### src/rtl/hazard_ctrl_if.sv
// Pipeline-side hazard signals shared between the datapath and hazard_ctrl.
// master = pipeline datapath, slave = hazard controller.
interface hazard_ctrl_if;
  logic       MemRead_EX;
  logic [4:0] wrin_EX;
  logic [4:0] Rs1_ID;
  logic [4:0] Rs2_ID;
  logic       uses_rs1_ID;
  logic       uses_rs2_ID;
  logic       branch_taken_EX;
  logic       dmem_req;
  logic       dmem_ready;

  logic       PC_WRITE;
  logic       IFID_WRITE;
  logic       IFID_CLEAR;
  logic       IDEX_CLEAR;
  logic       PIPE_HOLD;

  modport master (
    output MemRead_EX, wrin_EX, Rs1_ID, Rs2_ID, uses_rs1_ID, uses_rs2_ID,
           branch_taken_EX, dmem_req, dmem_ready,
    input  PC_WRITE, IFID_WRITE, IFID_CLEAR, IDEX_CLEAR, PIPE_HOLD
  );

  modport slave (
    input  MemRead_EX, wrin_EX, Rs1_ID, Rs2_ID, uses_rs1_ID, uses_rs2_ID,
           branch_taken_EX, dmem_req, dmem_ready,
    output PC_WRITE, IFID_WRITE, IFID_CLEAR, IDEX_CLEAR, PIPE_HOLD
  );
endinterface

### src/rtl/hazard_ctrl.sv
// Pipeline hazard controller: load-use bubbles, branch flushes, data-memory
// freeze with timeout-to-halt, and saturating stall/flush counters.
module hazard_ctrl #(
  parameter int unsigned CNT_W       = 16,
  parameter int unsigned MEM_TIMEOUT = 255
) (
  input  logic             CLK,
  input  logic             RESET_N,
  hazard_ctrl_if.slave     hif,
  input  logic             clr_cnt,
  output logic             halt,
  output logic [CNT_W-1:0] stall_cnt,
  output logic [CNT_W-1:0] flush_cnt
);

  typedef enum logic [1:0] {
    RUN      = 2'd0,
    MEM_WAIT = 2'd1,
    ERROR    = 2'd2
  } state_t;

  localparam logic [15:0] TIMEOUT = 16'(MEM_TIMEOUT);

  state_t      state, state_nxt;
  logic [15:0] wait_cnt, wait_nxt;
  logic        halt_nxt;
  logic        load_use;
  logic        freeze;
  logic        stall_inc;
  logic        flush_inc;

  assign load_use = hif.MemRead_EX && (hif.wrin_EX != 5'd0) &&
                    ((hif.uses_rs1_ID && (hif.Rs1_ID == hif.wrin_EX)) ||
                     (hif.uses_rs2_ID && (hif.Rs2_ID == hif.wrin_EX)));

  always_comb begin
    freeze = 1'b0;
    case (state)
      RUN:      freeze = hif.dmem_req && !hif.dmem_ready;
      MEM_WAIT: freeze = !hif.dmem_ready;
      default:  freeze = 1'b0;
    endcase
  end

  always_comb begin
    hif.PC_WRITE   = 1'b1;
    hif.IFID_WRITE = 1'b1;
    hif.IFID_CLEAR = 1'b0;
    hif.IDEX_CLEAR = 1'b0;
    hif.PIPE_HOLD  = 1'b0;
    state_nxt      = state;
    wait_nxt       = wait_cnt;
    halt_nxt       = halt;
    stall_inc      = 1'b0;
    flush_inc      = 1'b0;

    if (state == ERROR) begin
      hif.PC_WRITE   = 1'b0;
      hif.IFID_WRITE = 1'b0;
      hif.PIPE_HOLD  = 1'b1;
    end else if (freeze) begin
      hif.PC_WRITE   = 1'b0;
      hif.IFID_WRITE = 1'b0;
      hif.PIPE_HOLD  = 1'b1;
      stall_inc      = 1'b1;
      if (state == RUN) begin
        state_nxt = MEM_WAIT;
        wait_nxt  = 16'd1;
      end else if (wait_cnt == TIMEOUT) begin
        state_nxt = ERROR;
        halt_nxt  = 1'b1;
      end else begin
        wait_nxt = wait_cnt + 16'd1;
      end
    end else begin
      // Advance cycle: leaving MEM_WAIT still applies the normal hazard priority.
      state_nxt = RUN;
      wait_nxt  = 16'd0;
      if (hif.branch_taken_EX) begin
        hif.IFID_CLEAR = 1'b1;
        hif.IDEX_CLEAR = 1'b1;
        flush_inc      = 1'b1;
      end else if (load_use) begin
        hif.PC_WRITE   = 1'b0;
        hif.IFID_WRITE = 1'b0;
        hif.IDEX_CLEAR = 1'b1;
        stall_inc      = 1'b1;
      end
    end

    if (!RESET_N) begin
      hif.PC_WRITE   = 1'b0;
      hif.IFID_WRITE = 1'b0;
      hif.IFID_CLEAR = 1'b1;
      hif.IDEX_CLEAR = 1'b1;
      hif.PIPE_HOLD  = 1'b0;
    end
  end

  always_ff @(posedge CLK) begin
    if (!RESET_N) begin
      state    <= RUN;
      wait_cnt <= '0;
      halt     <= 1'b0;
    end else begin
      state    <= state_nxt;
      wait_cnt <= wait_nxt;
      halt     <= halt_nxt;
    end
  end

  always_ff @(posedge CLK) begin
    if (!RESET_N) begin
      stall_cnt <= '0;
      flush_cnt <= '0;
    end else if (state != ERROR) begin
      if (clr_cnt) begin
        stall_cnt <= '0;
        flush_cnt <= '0;
      end else begin
        if (stall_inc && (stall_cnt != '1))
          stall_cnt <= stall_cnt + CNT_W'(1);
        if (flush_inc && (flush_cnt != '1))
          flush_cnt <= flush_cnt + CNT_W'(1);
      end
    end
  end

endmodule

### src/flat_wrapper.sv
// flat-port wrapper written by rule: the top's interface ports become plain ports
module hazard_ctrl_flat 
#(
  parameter int unsigned CNT_W       = 16,
  parameter int unsigned MEM_TIMEOUT = 255
)
  (CLK, RESET_N, clr_cnt, halt, stall_cnt, flush_cnt, hif_MemRead_EX, hif_wrin_EX, hif_Rs1_ID, hif_Rs2_ID, hif_uses_rs1_ID, hif_uses_rs2_ID, hif_branch_taken_EX, hif_dmem_req, hif_dmem_ready, hif_PC_WRITE, hif_IFID_WRITE, hif_IFID_CLEAR, hif_IDEX_CLEAR, hif_PIPE_HOLD);
  hazard_ctrl_if hif_i ();
  input  logic CLK;
  input  logic RESET_N;
  input  logic clr_cnt;
  output logic halt;
  output logic [CNT_W-1:0] stall_cnt;
  output logic [CNT_W-1:0] flush_cnt;
  input wire logic [$bits(hif_i.MemRead_EX)-1:0] hif_MemRead_EX;
  input wire logic [$bits(hif_i.wrin_EX)-1:0] hif_wrin_EX;
  input wire logic [$bits(hif_i.Rs1_ID)-1:0] hif_Rs1_ID;
  input wire logic [$bits(hif_i.Rs2_ID)-1:0] hif_Rs2_ID;
  input wire logic [$bits(hif_i.uses_rs1_ID)-1:0] hif_uses_rs1_ID;
  input wire logic [$bits(hif_i.uses_rs2_ID)-1:0] hif_uses_rs2_ID;
  input wire logic [$bits(hif_i.branch_taken_EX)-1:0] hif_branch_taken_EX;
  input wire logic [$bits(hif_i.dmem_req)-1:0] hif_dmem_req;
  input wire logic [$bits(hif_i.dmem_ready)-1:0] hif_dmem_ready;
  output wire logic [$bits(hif_i.PC_WRITE)-1:0] hif_PC_WRITE;
  output wire logic [$bits(hif_i.IFID_WRITE)-1:0] hif_IFID_WRITE;
  output wire logic [$bits(hif_i.IFID_CLEAR)-1:0] hif_IFID_CLEAR;
  output wire logic [$bits(hif_i.IDEX_CLEAR)-1:0] hif_IDEX_CLEAR;
  output wire logic [$bits(hif_i.PIPE_HOLD)-1:0] hif_PIPE_HOLD;
  assign hif_i.MemRead_EX = hif_MemRead_EX;
  assign hif_i.wrin_EX = hif_wrin_EX;
  assign hif_i.Rs1_ID = hif_Rs1_ID;
  assign hif_i.Rs2_ID = hif_Rs2_ID;
  assign hif_i.uses_rs1_ID = hif_uses_rs1_ID;
  assign hif_i.uses_rs2_ID = hif_uses_rs2_ID;
  assign hif_i.branch_taken_EX = hif_branch_taken_EX;
  assign hif_i.dmem_req = hif_dmem_req;
  assign hif_i.dmem_ready = hif_dmem_ready;
  assign hif_PC_WRITE = hif_i.PC_WRITE;
  assign hif_IFID_WRITE = hif_i.IFID_WRITE;
  assign hif_IFID_CLEAR = hif_i.IFID_CLEAR;
  assign hif_IDEX_CLEAR = hif_i.IDEX_CLEAR;
  assign hif_PIPE_HOLD = hif_i.PIPE_HOLD;
  hazard_ctrl #(.CNT_W(CNT_W), .MEM_TIMEOUT(MEM_TIMEOUT)) u_core (.CLK(CLK), .RESET_N(RESET_N), .hif(hif_i), .clr_cnt(clr_cnt), .halt(halt), .stall_cnt(stall_cnt), .flush_cnt(flush_cnt));
endmodule
### config.mk
export PLATFORM = sky130hd
export DESIGN_NAME = hazard_ctrl_flat
export DESIGN_NICKNAME = d
export VERILOG_FILES = /design/src/rtl/hazard_ctrl_if.sv /design/src/rtl/hazard_ctrl.sv /design/src/flat_wrapper.sv
export SDC_FILE = /design/constraint.sdc
export NUM_CORES = 1
export LEC_CHECK = 0
export ABC_CLOCK_PERIOD_IN_PS = 4250
export CAP_MARGIN = 20
export CORE_MARGIN = 1
export CORE_UTILIZATION = 54
export DETAILED_ROUTE_END_ITERATION = 10
export PLACE_DENSITY = 0.86
export RECOVER_POWER = 50
export SLEW_MARGIN = 40
export SYNTH_ARGS = -nofsm -noshare
export SYNTH_HDL_FRONTEND = slang
export SYNTH_SLANG_ARGS = --single-unit
### constraint.sdc
create_clock -name CLK -period 4.25 [get_ports CLK]
set_clock_uncertainty 0.2 [all_clocks]
set_input_delay 0.85 -clock CLK [delete_from_list [all_inputs] [get_ports CLK]]
set_output_delay 0.85 -clock CLK [all_outputs]
set_load 0.02 [all_outputs]
[Word level (Yosys, flattened, before mapping)]
Index checks and enable logic that the tools add are counted.
Storage, ports and cells
  register bits: 51
  output and inout bits: 38
  input bits: 24
  word-level logic and storage cells: 69
Cells by class
  add/sub/neg operators: 3
  mux-type cells: 31
  bitwise logic cells: 2
  eq/ne operators: 10
  reduce and logical (&&, ||, !) cells: 18
Operator list (number)
  $mux 16: 7
  $add 16x1->16 const B: 3
  $ne 16x16->1 const B: 2
  $mux 1: 20
  $eq 16x8->1 const B: 1
  $eq 5x5->1: 2
  $reduce_and 2->1: 4
  $logic_and 1x1->1: 7
  $mux 2: 3
  $ne 3x3->1 const B: 2
  $reduce_bool 5->1: 1
  $reduce_and 4->1: 1
  $reduce_bool 2->1: 2
  $eq 2x1->1 const B: 1
  $eq 2x2->1 const B: 1
  $logic_not 2->1: 1
  $ne 2x2->1 const B: 1
  $not 1->1: 2
  $pmux 1 s2: 1
  $logic_not 1->1: 1
  $logic_or 1x1->1: 1

[Depth between registers and ports, before layout]
  word-level depth: 11
  mapped depth: 9
  mapped depth without buffers: 7

[Worst setup path after synthesis]
OpenSTA, ideal clock, no wires.
  path type: input to output
  start point: input port hif_wrin_EX[0]
  end point: output port hif_PC_WRITE
  data required time: 3.200 ns
  stages: 5
  path buffers: 1
  setup slack: 1.021 ns
  data arrival time: 2.179 ns
  cells stage by stage: or4_1 > o21ai_2 > nand2b_1 > o2111a_1 > buf_4
Between the ends
  cells in the longest elaborated chain, start to end: 9
  elaborated cells on any way between the ends: 13
  those cells by class: eq/ne (2); mux (5); reduce/logical (6)
RTL lines
  from (decl): line flat_wrapper.sv:16  | input wire logic [$bits(hif_i.wrin_EX)-1:0] hif_wrin_EX;
  $eq 5x5->1 (on tied branches): line hazard_ctrl.sv:33, hazard_ctrl.sv:34
  $logic_and 1x1->1 (on tied branches): line hazard_ctrl.sv:33, hazard_ctrl.sv:34
  $logic_or 1x1->1: line hazard_ctrl.sv:33  | ((hif.uses_rs1_ID && (hif.Rs1_ID == hif.wrin_EX)) ||
  $logic_and 1x1->1 *: line hazard_ctrl.sv:32  | assign load_use = hif.MemRead_EX && (hif.wrin_EX != 5'd0) &&
  $mux 1 * (5 in a row)
  to (decl): line flat_wrapper.sv:24  | output wire logic [$bits(hif_i.PC_WRITE)-1:0] hif_PC_WRITE;
Every way passes the cells marked *; elsewhere a longest branch is shown, timed or not.

[Final worst setup path]
  start point: input port hif_wrin_EX[1]
  end point: output port hif_IDEX_CLEAR
Between the ends
  cells in the longest elaborated chain, start to end: 9
  elaborated cells on any way between the ends: 13
  those cells by class: eq/ne (2); mux (5); reduce/logical (6)
RTL lines
  $eq 5x5->1 (on tied branches): line hazard_ctrl.sv:33, hazard_ctrl.sv:34
  $logic_and 1x1->1 (on tied branches): line hazard_ctrl.sv:33, hazard_ctrl.sv:34
  $logic_or 1x1->1: line hazard_ctrl.sv:33
  $logic_and 1x1->1 *: line hazard_ctrl.sv:32
  $mux 1 *: line hazard_ctrl.sv:83  | end else if (load_use) begin
  $mux 1 *: line hazard_ctrl.sv:79  | if (hif.branch_taken_EX) begin
  $mux 1 *: line hazard_ctrl.sv:61  | end else if (freeze) begin
  $mux 1 *: line hazard_ctrl.sv:57  | if (state == ERROR) begin
  $mux 1 *: line hazard_ctrl.sv:91  | if (!RESET_N) begin
  to (decl): line flat_wrapper.sv:27  | output wire logic [$bits(hif_i.IDEX_CLEAR)-1:0] hif_IDEX_CLEAR;
Marks and branches as above.

==> out/metrics.cfg <==
[run_status]
status = completed

[global_route]
grt_overflow = 0
grt_max_degree = 19
grt_pass1_vias = 2354
antenna_found_initial = 0
grt_pass1_wl_microns = 10780
grt_usage_pct = 25.24

[detailed_routing]
wl_per_cell_microns = 14.93
vias = 2648
wl_microns = 6627
drc = 0
dr.pass1.iters = 4
vias_per_cell = 5.964
drtAntennaViolNets = 0
drt_iter0_drc = 185

[critical_path]
startpoint = hif_wrin_EX[1]
setup.worst_path.end_class = primary output
reg2reg_to = u_core.stall_cnt[3]$_SDFFE_PN0P_
critPathMaxStageDelay_ns = 0.64
r2r_start = u_core.stall_cnt[0]$_SDFFE_PN0P_
crit_top_cell = clkdlybuf4s50_1
arrival_ns = 2.94
critPathTopFamily = buffers and inverters
path_cells = clkdlybuf4s50_1 > xnor2_1 > nand2_1 > o22ai_1 > nand2b_1 > o21bai_1 > clkdlybuf4s50_1
crit_path_start_kind = input pin
reg2reg_slack_ns = 1.37
worstPathMaxFanout = 3
setup.worst_path.class = input pin to primary output
critical-path-slowest-cell = clkdlybuf4s50_1
reg2reg_depth = 7
worstPathRequired_ns = 3.20
crit_buf_inv = 2

[clock_tree]
htree_levels = 2
cts_sinks = 51
root_buffer = clkbuf_8
clkLatencyLatePin_ns = 0.32
cts_tree = yes
numCtsBuffers = 5
cts.clk_slew.worst_paths_ns = 0.10
clockBufferDepth = 2

[die]
fp.dieH_microns = 74.01
coreArea_sq_um = 4848
row_count = 25
start_util_pct = 57.75
fp.dieArea_sq_um = 5477
ios = 62
fp.dieW_microns = 74.01

[power]
total_power_mw = 0.8836
powerDensity_nw_per_um2 = 251.9
p_leak_nw = 1.406
peakVddDrop_mv = 0.2009

[synthesis]
synth-seq-cells = 51
synth_top_cell_area_share_pct = 36.46
ys.flop_type = dfxtp_1
ys_warn_count = 0
syn_area_sq_um = 2800
synth_area_leaders = dfxtp_1 36%, xor2_1 6.6%, nor2_1 4.3%, nand2_1 4.0%, xnor2_1 3.8%
yosysUniqueCellTypes = 57
synth_common_cells = 51 x dfxtp_1, 32 x nor2_1, 30 x nand2_1
async_flop_share_pct = 0
yosysSeqAreaShare_pct = 36.46
synth_edf_count = 0
syn_area_per_cell_sq_um = 8.669
synth_most_common_cell = dfxtp_1
yosysTopAreaCell = dfxtp_1
synth_nets = 350
synthCells = 323

[place]
dp_hpwl_microns = 4635
place.port_buffers = 61
placed_area_sq_um = 3396
gp_congestion = 0.7942

[finish]
finish.utilization_pct = 72.34
stdcell_area_sq_um = 3507
area_growth_pct = 25.25
antennaDiodeCount = 0
final_nets = 403
drive_gt1_share_pct = 7.427
num-fill-cells = 397

[timing]
fmax_mhz = 250.9
finalCritPeriodShare_pct = 93.78
finalSetupViolations = 0
hold_slack_ns = 0.2860
finalHoldViolCount = 0
setup_tns_ns = 0
slew_violations = 0
tightest_slew_ns = 0.8557
fin_crit_ns = 3.986
rsz0062_at_grt = false
max_slew_margin_pct = 42.69

[flow_run]
cap_violations = 0

[worst_hold_path]
holdPathStages = 1
hold_path_end = u_core.halt$_SDFFE_PN0P_
worstHoldPathType = flop to flop
hp-start = u_core.halt$_SDFFE_PN0P_

-- report_power, final --
group | total [mW] | internal [mW] | switching [mW]
logic | 0.0941 | 0.0446 | 0.0495
clock network | 0.306 | 0.133 | 0.173
registers | 0.483 | 0.480 | 0.00330
-- timing repair --
item                       4_1_cts  5_1_grt
hold endpoints to repair         0        0
setup endpoints to repair        0        2
hold buffers                     0        0
gates resized for setup          0        2
buffers inserted                 0        0
-- worst reg2reg max path: cells and delay by family, from the launching register on --
family | cells | cell delay [ns]
AO/OA/AOI/OAI | 3 | 1.10
adder cells (fa/ha/maj) | 1 | 0.26
flip-flops | 1 | 0.42
AND/OR/NAND/NOR | 3 | 0.78
-- worst max path at each step --
stage                           to  slack (ns)  cells past startpoint
floorplan             hif_PC_WRITE        1.02                      5
global placement      hif_PC_WRITE        0.17                      6
detailed placement  hif_IFID_WRITE        0.13                      6
CTS                 hif_IFID_WRITE        0.06                      6
global route        hif_IDEX_CLEAR        0.20                      6
finish              hif_IDEX_CLEAR        0.26                      7
-- per-stage QoR --
step / std cells / worst slack, ns
6_report: 444 / 0.2644
5_1_grt: 444 / 0.2049
3_5_place_dp: 436 / 0.1345
3_3_place_gp: 436 / 0.1713
4_1_cts: 444 / 0.06169
2_1_floorplan: 323 / 1.021
-- final cells by class --
| cell class | count | area, sq um | share of cell area [%] |
|---|---|---|---|
| Clock buffer | 6 | 82.58 | 2.355 |
| Clock inverter | 2 | 16.27 | 0.4638 |
| Inverter | 2 | 7.507 | 0.2141 |
| Multi-Input combinational cell | 253 | 1665 | 47.48 |
| Sequential cell | 51 | 1021 | 29.11 |
| Tap cell | 67 | 83.83 | 2.390 |
| Timing Repair Buffer | 63 | 630.6 | 17.98 |
-- cell usage in the layout, fill, tap and decap left out, types with 3 or more instances in the layout --
master           netlist  final
a31oi_1                8      8
or3_1                  4      4
and2_1                 4      3
nor4_1                 5      5
nor3_1                 4      4
clkdlybuf4s50_1        0     25
nor2b_1                8      8
nand4_1                9      9
a211o_1                4      4
dfxtp_1               51     51
clkbuf_8               2      6
o21ai_0               11     11
nor2_1                32     32
o211a_1                3      3
o211ai_1               7      7
dlygate4sd3_1          0     34
o2111ai_1              4      4
or4_1                  3      3
and4_1                 8      8
ha_1                   3      3
and3_1                 9      9
nand2_1               30     30
nand3_1               15     15
a21oi_1                8      8
xnor2_1               12     12
xor2_1                21     21
and3_2                 5      5
-- sequential cells by signal, indices dropped and copies added (netlist names) --
signal / count
u_core.halt: 1
u_core.state: 2
u_core.wait_cnt: 16
u_core.flush_cnt: 16
u_core.stall_cnt: 16
-- layer usage --
| metal | GRT usage (%) | share of wire [%] | routed length [microns] |
|---|---|---|---|
| met2 | 42.42 | 49 | 3235 |
| met1 | 32.63 | 45 | 2980 |
| met4 | 8.333 | 1.8 | 117 |
| met5 | 0 | 0 | 0 |
| met3 | 4.743 | 4.4 | 293 |
-- cell families after synthesis --
kind of cell / after synthesis / synth area share, %
AND/OR/NAND/NOR: 146 / 28.37
XOR/XNOR: 33 / 10.32
adder cells (fa/ha/maj): 3 / 1.341
flip-flops: 51 / 36.46
multiplexers: 1 / 0.3575
AO/OA/AOI/OAI: 70 / 18.81
buffers and inverters: 19 / 4.334
(Power assumes the default switching activity.)
